<file path="config.mk">
export PLATFORM = sky130hd
export DESIGN_NAME = spi_packet_master
export DESIGN_NICKNAME = d
export VERILOG_FILES = /design/src/rtl/spi_packet_master.sv
export SDC_FILE = /design/constraint.sdc
export NUM_CORES = 1
export LEC_CHECK = 0
export CAP_MARGIN = 20
export CORE_UTILIZATION = 35
export CTS_CLUSTER_SIZE = 20
export DETAILED_ROUTE_END_ITERATION = 8
export PLACE_DENSITY = 0.6
export SKIP_CTS_REPAIR_TIMING = 1
export SYNTH_ARGS = -nofsm -noshare
export SYNTH_HDL_FRONTEND = slang
export SYNTH_SLANG_ARGS = --single-unit
</file>
<file path="constraint.sdc">
create_clock -name clkIn -period 3 [get_ports clkIn]
set_input_delay 0.3 -clock clkIn [delete_from_list [all_inputs] [get_ports clkIn]]
set_output_delay 0.3 -clock clkIn [all_outputs]
set_load 0.05 [all_outputs]
</file>
<file path="src/rtl/spi_packet_master.sv">
// spi_packet_master: SPI mode-0 master for the FIR filter packet link.
// Sends SAMPLES_NUM 16-bit samples followed by zero padding, and captures NBITS of
// MISO per packet.
// Optional feature: define SPI_PACKET_MASTER_SS_HOLD_EN to keep ss low between packets.
module spi_packet_master #(
    parameter int unsigned SAMPLES_NUM = 8,
    parameter int unsigned CLK_DIV     = 4,
    parameter int unsigned SS_SETUP    = 2
) (
    input  logic                      clkIn,
    input  logic                      resetIn,
    input  logic                      startIn,
    input  logic                      abortIn,
    input  logic [16*SAMPLES_NUM-1:0] dataIn,
    output logic [32*SAMPLES_NUM-1:0] dataOut,
    output logic                      doneOut,
    output logic                      busyOut,
    output logic                      ssOut,
    output logic                      sckOut,
    output logic                      mosiOut,
    input  logic                      misoIn
);

    localparam int unsigned NBITS = 32 * SAMPLES_NUM;
    localparam int unsigned DW    = 16 * SAMPLES_NUM;
    localparam int unsigned CW    = 16;
    localparam int unsigned BW    = $clog2(NBITS);

    localparam logic [CW-1:0] DIV_LAST   = CW'(CLK_DIV - 1);
    localparam logic [CW-1:0] SETUP_LAST = CW'(SS_SETUP - 1);
    localparam logic [BW-1:0] BIT_LAST   = BW'(NBITS - 1);

    typedef enum logic [2:0] {
        StIdle,
        StSetup,
        StShift,
        StHold,
        StDone
    } state_t;

    state_t           state_q;
    logic [CW-1:0]    cnt_q;
    logic [BW-1:0]    bit_q;
    // Bits still to send after the one currently on mosiOut.
    logic [NBITS-2:0] tx_q;
    logic [NBITS-1:0] rx_q;

    // Packet sequencer: all outputs are registered here.
    always_ff @(posedge clkIn) begin
        if (resetIn) begin
            state_q <= StIdle;
            cnt_q   <= '0;
            bit_q   <= '0;
            tx_q    <= '0;
            rx_q    <= '0;
            dataOut <= '0;
            doneOut <= 1'b0;
            busyOut <= 1'b0;
            ssOut   <= 1'b1;
            sckOut  <= 1'b0;
            mosiOut <= 1'b0;
        end else if (abortIn && (state_q != StIdle)) begin
            // Abort drops the frame silently; dataOut keeps the last good packet.
            state_q <= StIdle;
            cnt_q   <= '0;
            bit_q   <= '0;
            doneOut <= 1'b0;
            busyOut <= 1'b0;
            ssOut   <= 1'b1;
            sckOut  <= 1'b0;
            mosiOut <= 1'b0;
        end else begin
            doneOut <= 1'b0;
            unique case (state_q)
                StIdle: begin
                    if (startIn) begin
                        tx_q    <= {dataIn[DW-2:0], {(NBITS/2){1'b0}}};
                        mosiOut <= dataIn[DW-1];
                        ssOut   <= 1'b0;
                        sckOut  <= 1'b0;
                        busyOut <= 1'b1;
                        cnt_q   <= '0;
                        bit_q   <= '0;
`ifdef SPI_PACKET_MASTER_SS_HOLD_EN
                        // Slave already selected: no setup time needed.
                        state_q <= ssOut ? StSetup : StShift;
`else
                        state_q <= StSetup;
`endif
                    end
                end
                StSetup: begin
                    if (cnt_q == SETUP_LAST) begin
                        cnt_q   <= '0;
                        state_q <= StShift;
                    end else begin
                        cnt_q <= cnt_q + 1'b1;
                    end
                end
                StShift: begin
                    if (cnt_q != DIV_LAST) begin
                        cnt_q <= cnt_q + 1'b1;
                    end else begin
                        cnt_q <= '0;
                        if (!sckOut) begin
                            sckOut <= 1'b1;
                            rx_q   <= {rx_q[NBITS-2:0], misoIn};
                        end else begin
                            sckOut <= 1'b0;
                            if (bit_q == BIT_LAST) begin
                                state_q <= StHold;
                            end else begin
                                bit_q   <= bit_q + 1'b1;
                                mosiOut <= tx_q[NBITS-2];
                                tx_q    <= tx_q << 1;
                            end
                        end
                    end
                end
                StHold: begin
                    if (cnt_q == SETUP_LAST) begin
                        cnt_q   <= '0;
                        state_q <= StDone;
                        doneOut <= 1'b1;
                        dataOut <= rx_q;
                        mosiOut <= 1'b0;
`ifndef SPI_PACKET_MASTER_SS_HOLD_EN
                        ssOut   <= 1'b1;
`endif
                    end else begin
                        cnt_q <= cnt_q + 1'b1;
                    end
                end
                StDone: begin
                    // A start seen here is ignored; it is taken in the following IDLE cycle.
                    state_q <= StIdle;
                    busyOut <= 1'b0;
                end
                default: state_q <= StIdle;
            endcase
        end
    end

endmodule

</file>
==> impl_metrics.toml <==
[min_path]
whs_path_depth = 2
holdCritPathClass = "primary input to flip-flop"

[detailed_routing]
routed_wirelength_mm = 66.8
wl_per_cell_um = 15.1
routed_via_density = 4.94
vias = 21900
drcViolationCount = 0
drt_iter0_drc = 1788
dr.pass1.iters = 5
ant_nets = 0

[yosys]
synth_top_family_by_area = "simple AND/OR/NAND/NOR gates"
synthFlopType = "dfxtp_1"
synth_compound_area_share_pct = 18.4
synth_top_cell_area_share_pct = 54.0
synth_area_um2 = 24900
synth_warnings = 0
synth_edf_count = 0
synth_top_cell_by_area = "dfxtp_1"
synthTopCellsByArea = "dfxtp_1 54%, nand2_1 20%, a21oi_1 13%"
syn-num-nets = 3302
synth.most_common_cell = "nand2_1"
syn_inst = 3166
ys_seq_area_share_pct = 54.0
synth_fa_ha_area_share_pct = 0.151
synth_simple_gate_area_share_pct = 22.0
synthMuxAreaShare_pct = 0.332
synth-xor-area-share_pct = 0.317
synthTopCellsByCount = "1293 x nand2_1, 671 x dfxtp_1, 651 x a21oi_1"
async_flop_share_pct = 0
ys_types = 48
avgSynthCellArea_um2 = 7.86
ys_ff_latch = 671

[die]
io_pins = 394
rows = 97
die_h_um = 269
dieWidth_um = 269
dieArea_um2 = 72100
start_util_pct = 35.5
core_area_um2 = 70100

[layout]
num-nets-final = 3560
drive_above_1_share_pct = 5.40
utilization_pct = 45.8
fillers = 7085
layout-area-overhead-vs-synth_pct = 29.1
postLayoutCellArea_um2 = 32100
multi_input_area_um2 = 10300
ff_latch_area_um2 = 13400

[cts]
clock-sinks = 671
path_clk_slew_ns = 0.06
cts_root_buf = "clkbuf_16"
clock_latency_ns = 0.61
htreeDepth = 3
cts_buffers = 73
clk_path_buf_depth = 3
cts_tree = "yes"

[timing]
finalCritPeriodShare_pct = 91.4
tns_ns = 0
hold_viol = 0
slew_headroom_pct = 30.0
max_freq_ghz = 0.365
setup_violations = 0
worst_hold_slack_ns = 0.151
fin_skew_ns = 0.0239
rsz0062_at_grt = "no"
timing.final.crit_period_ns = 2.74
tightest_slew_ns = 1.05
drv_slew = 0

[critical_path]
cp.arrival_ns = 3.18
r2r-end = "rx_q[22]"
cp_max_fo = 143
r2r_slack_ns = 0.26
start_kind = "flip-flop"
critical_path_required_ns = 3.43
worstSetupPathDepth = 7
slowest_stage = "or4_4"
critPathMaxStageDelay_ns = 0.60
critPathLaunch = "cnt_q[0]"
worstSetupPathType = "flip-flop to flip-flop"
critPathTopFamily = "simple AND/OR/NAND/NOR gates"
end_kind = "flip-flop"
reg2reg_from = "cnt_q[0]"
crit_chain = "ha_1 > nor4b_2 > nand4_2 > or4_4 > buf_12 > nand2_1 > a21oi_1"
crit_buf_inv = 1
cp-endpoint = "rx_q[22]"
r2r_cells = 7

[job]
cap_violations = 0

[pwr]
internal_power_w = 0.0148
p_leak_nw = 10.6
sw_frac_of_total_pct = 22.8
ir_drop_mv = 0.350
p_clk_share_pct = 46.7
combPwrFrac_pct = 5.1
power_frac_seq_pct = 48.2
power_switching_w = 0.00435
report.power.total_w = 0.0191
powerDensity_nw_per_um2 = 596

[global_routing]
grt_pass1_vias = 20100
grt_overflow = 0
grt_max_degree = 216
track_usage_pct = 17.9
grt_pass1_wl_mm = 107
antenna_found_initial = 1

[place]
place_area_um2 = 29700
port_buffers = 393
dp_hpwl_mm = 41.3
gp_congestion = 0.797

[outcome]
status = "finished clean"
[flip-flops by register name, summed over array words and instances, names as in the netlist]
| register | flops |
|---|---|
| bit_q | 8 |
| tx_q | 127 |
| mosiOut | 1 |
| busyOut | 1 |
| ssOut | 1 |
| state_q | 3 |
| doneOut | 1 |
| dataOut | 256 |
| sckOut | 1 |
| cnt_q | 16 |
| rx_q | 256 |
[power by group through the flow]
stage	combinational (W)	clock [W]	sequential, W
after global routing	0.00107	0.00960	0.00923
after detailed placement	0.000975	0	0.00940
final	0.000970	0.00894	0.00921
after floorplan	0.000608	0	0.00939
after CTS	0.000976	0.00921	0.00921
after global placement	0.000963	0	0.00941
[worst reg2reg max path: stages, from the launching register on]
cell,delay [ns]
dfxtp_1,0.38
ha_1,0.33
nor4b_2,0.32
nand4_2,0.25
or4_4,0.60
buf_12,0.23
nand2_1,0.40
a21oi_1,0.09
[placed cells by master (no fill, tap or decap), drive strengths merged, types with 6 or more instances in the layout]
cell and count:
nand2 1293, dfxtp 671, a21oi 651, clkdlybuf4s50 392, a311oi 126, clkbuf 113
buf 59, nor2 25, nand4 21, clkinv 13, nor3 11, o21ai 10
xor2 8, inv 8, nand3 7, and2 7, mux2i 6, and4 6
nor4 6
[logic make-up (layout without fill, tap and decap cells)]
logic type	Yosys count	after routing
AO/OA/AOI/OAI	807	807
XOR/XNOR	9	9
adder cells (fa/ha/maj)	3	3
buffers and inverters	272	589
flip-flops	671	671
multiplexers	8	8
other	0	1
AND/OR/NAND/NOR	1396	1396
[final cells by class]
| class | count | area share [%] |
|---|---|---|
| Multi-Input combinational cell | 2223 | 32.1 |
| Antenna cell | 1 | 0.00780 |
| Clock inverter | 21 | 0.854 |
| Inverter | 4 | 0.0468 |
| Clock buffer | 113 | 6.69 |
| Tap cell | 940 | 3.66 |
| Timing Repair Buffer | 451 | 14.8 |
| Sequential cell | 671 | 41.8 |
[per-stage QoR]
stage	setup slack, ns	instances
2_1_floorplan	0.576	3166
3_3_place_gp	0.400	4289
3_5_place_dp	0.325	4289
4_1_cts	0.306	4423
5_1_grt	0.0382	4423
6_report	0.258	4424
[how the worst min path moves through the flow]
stage                             from      endpoint  slack (ns)
after floorplan                 misoIn       rx_q[0]        0.44
after global placement    dataOut[158]  dataOut[158]        0.44
after detailed placement  dataOut[240]  dataOut[240]        0.44
after CTS                      resetIn     rx_q[172]        0.11
after global routing           resetIn     rx_q[173]        0.16
final                          resetIn     rx_q[172]        0.15
[layer usage]
layer | track usage (%) | up-vias | routed length, um
met5 | 0 | - | 13
met4 | 5.67 | 2 | 1380
met3 | 3.83 | 75 | 3730
met2 | 28.7 | 475 | 31200
met1 | 24.0 | 10200 | 30400
li1 | - | 11100 | -
Power figures use the tool's default switching activity.
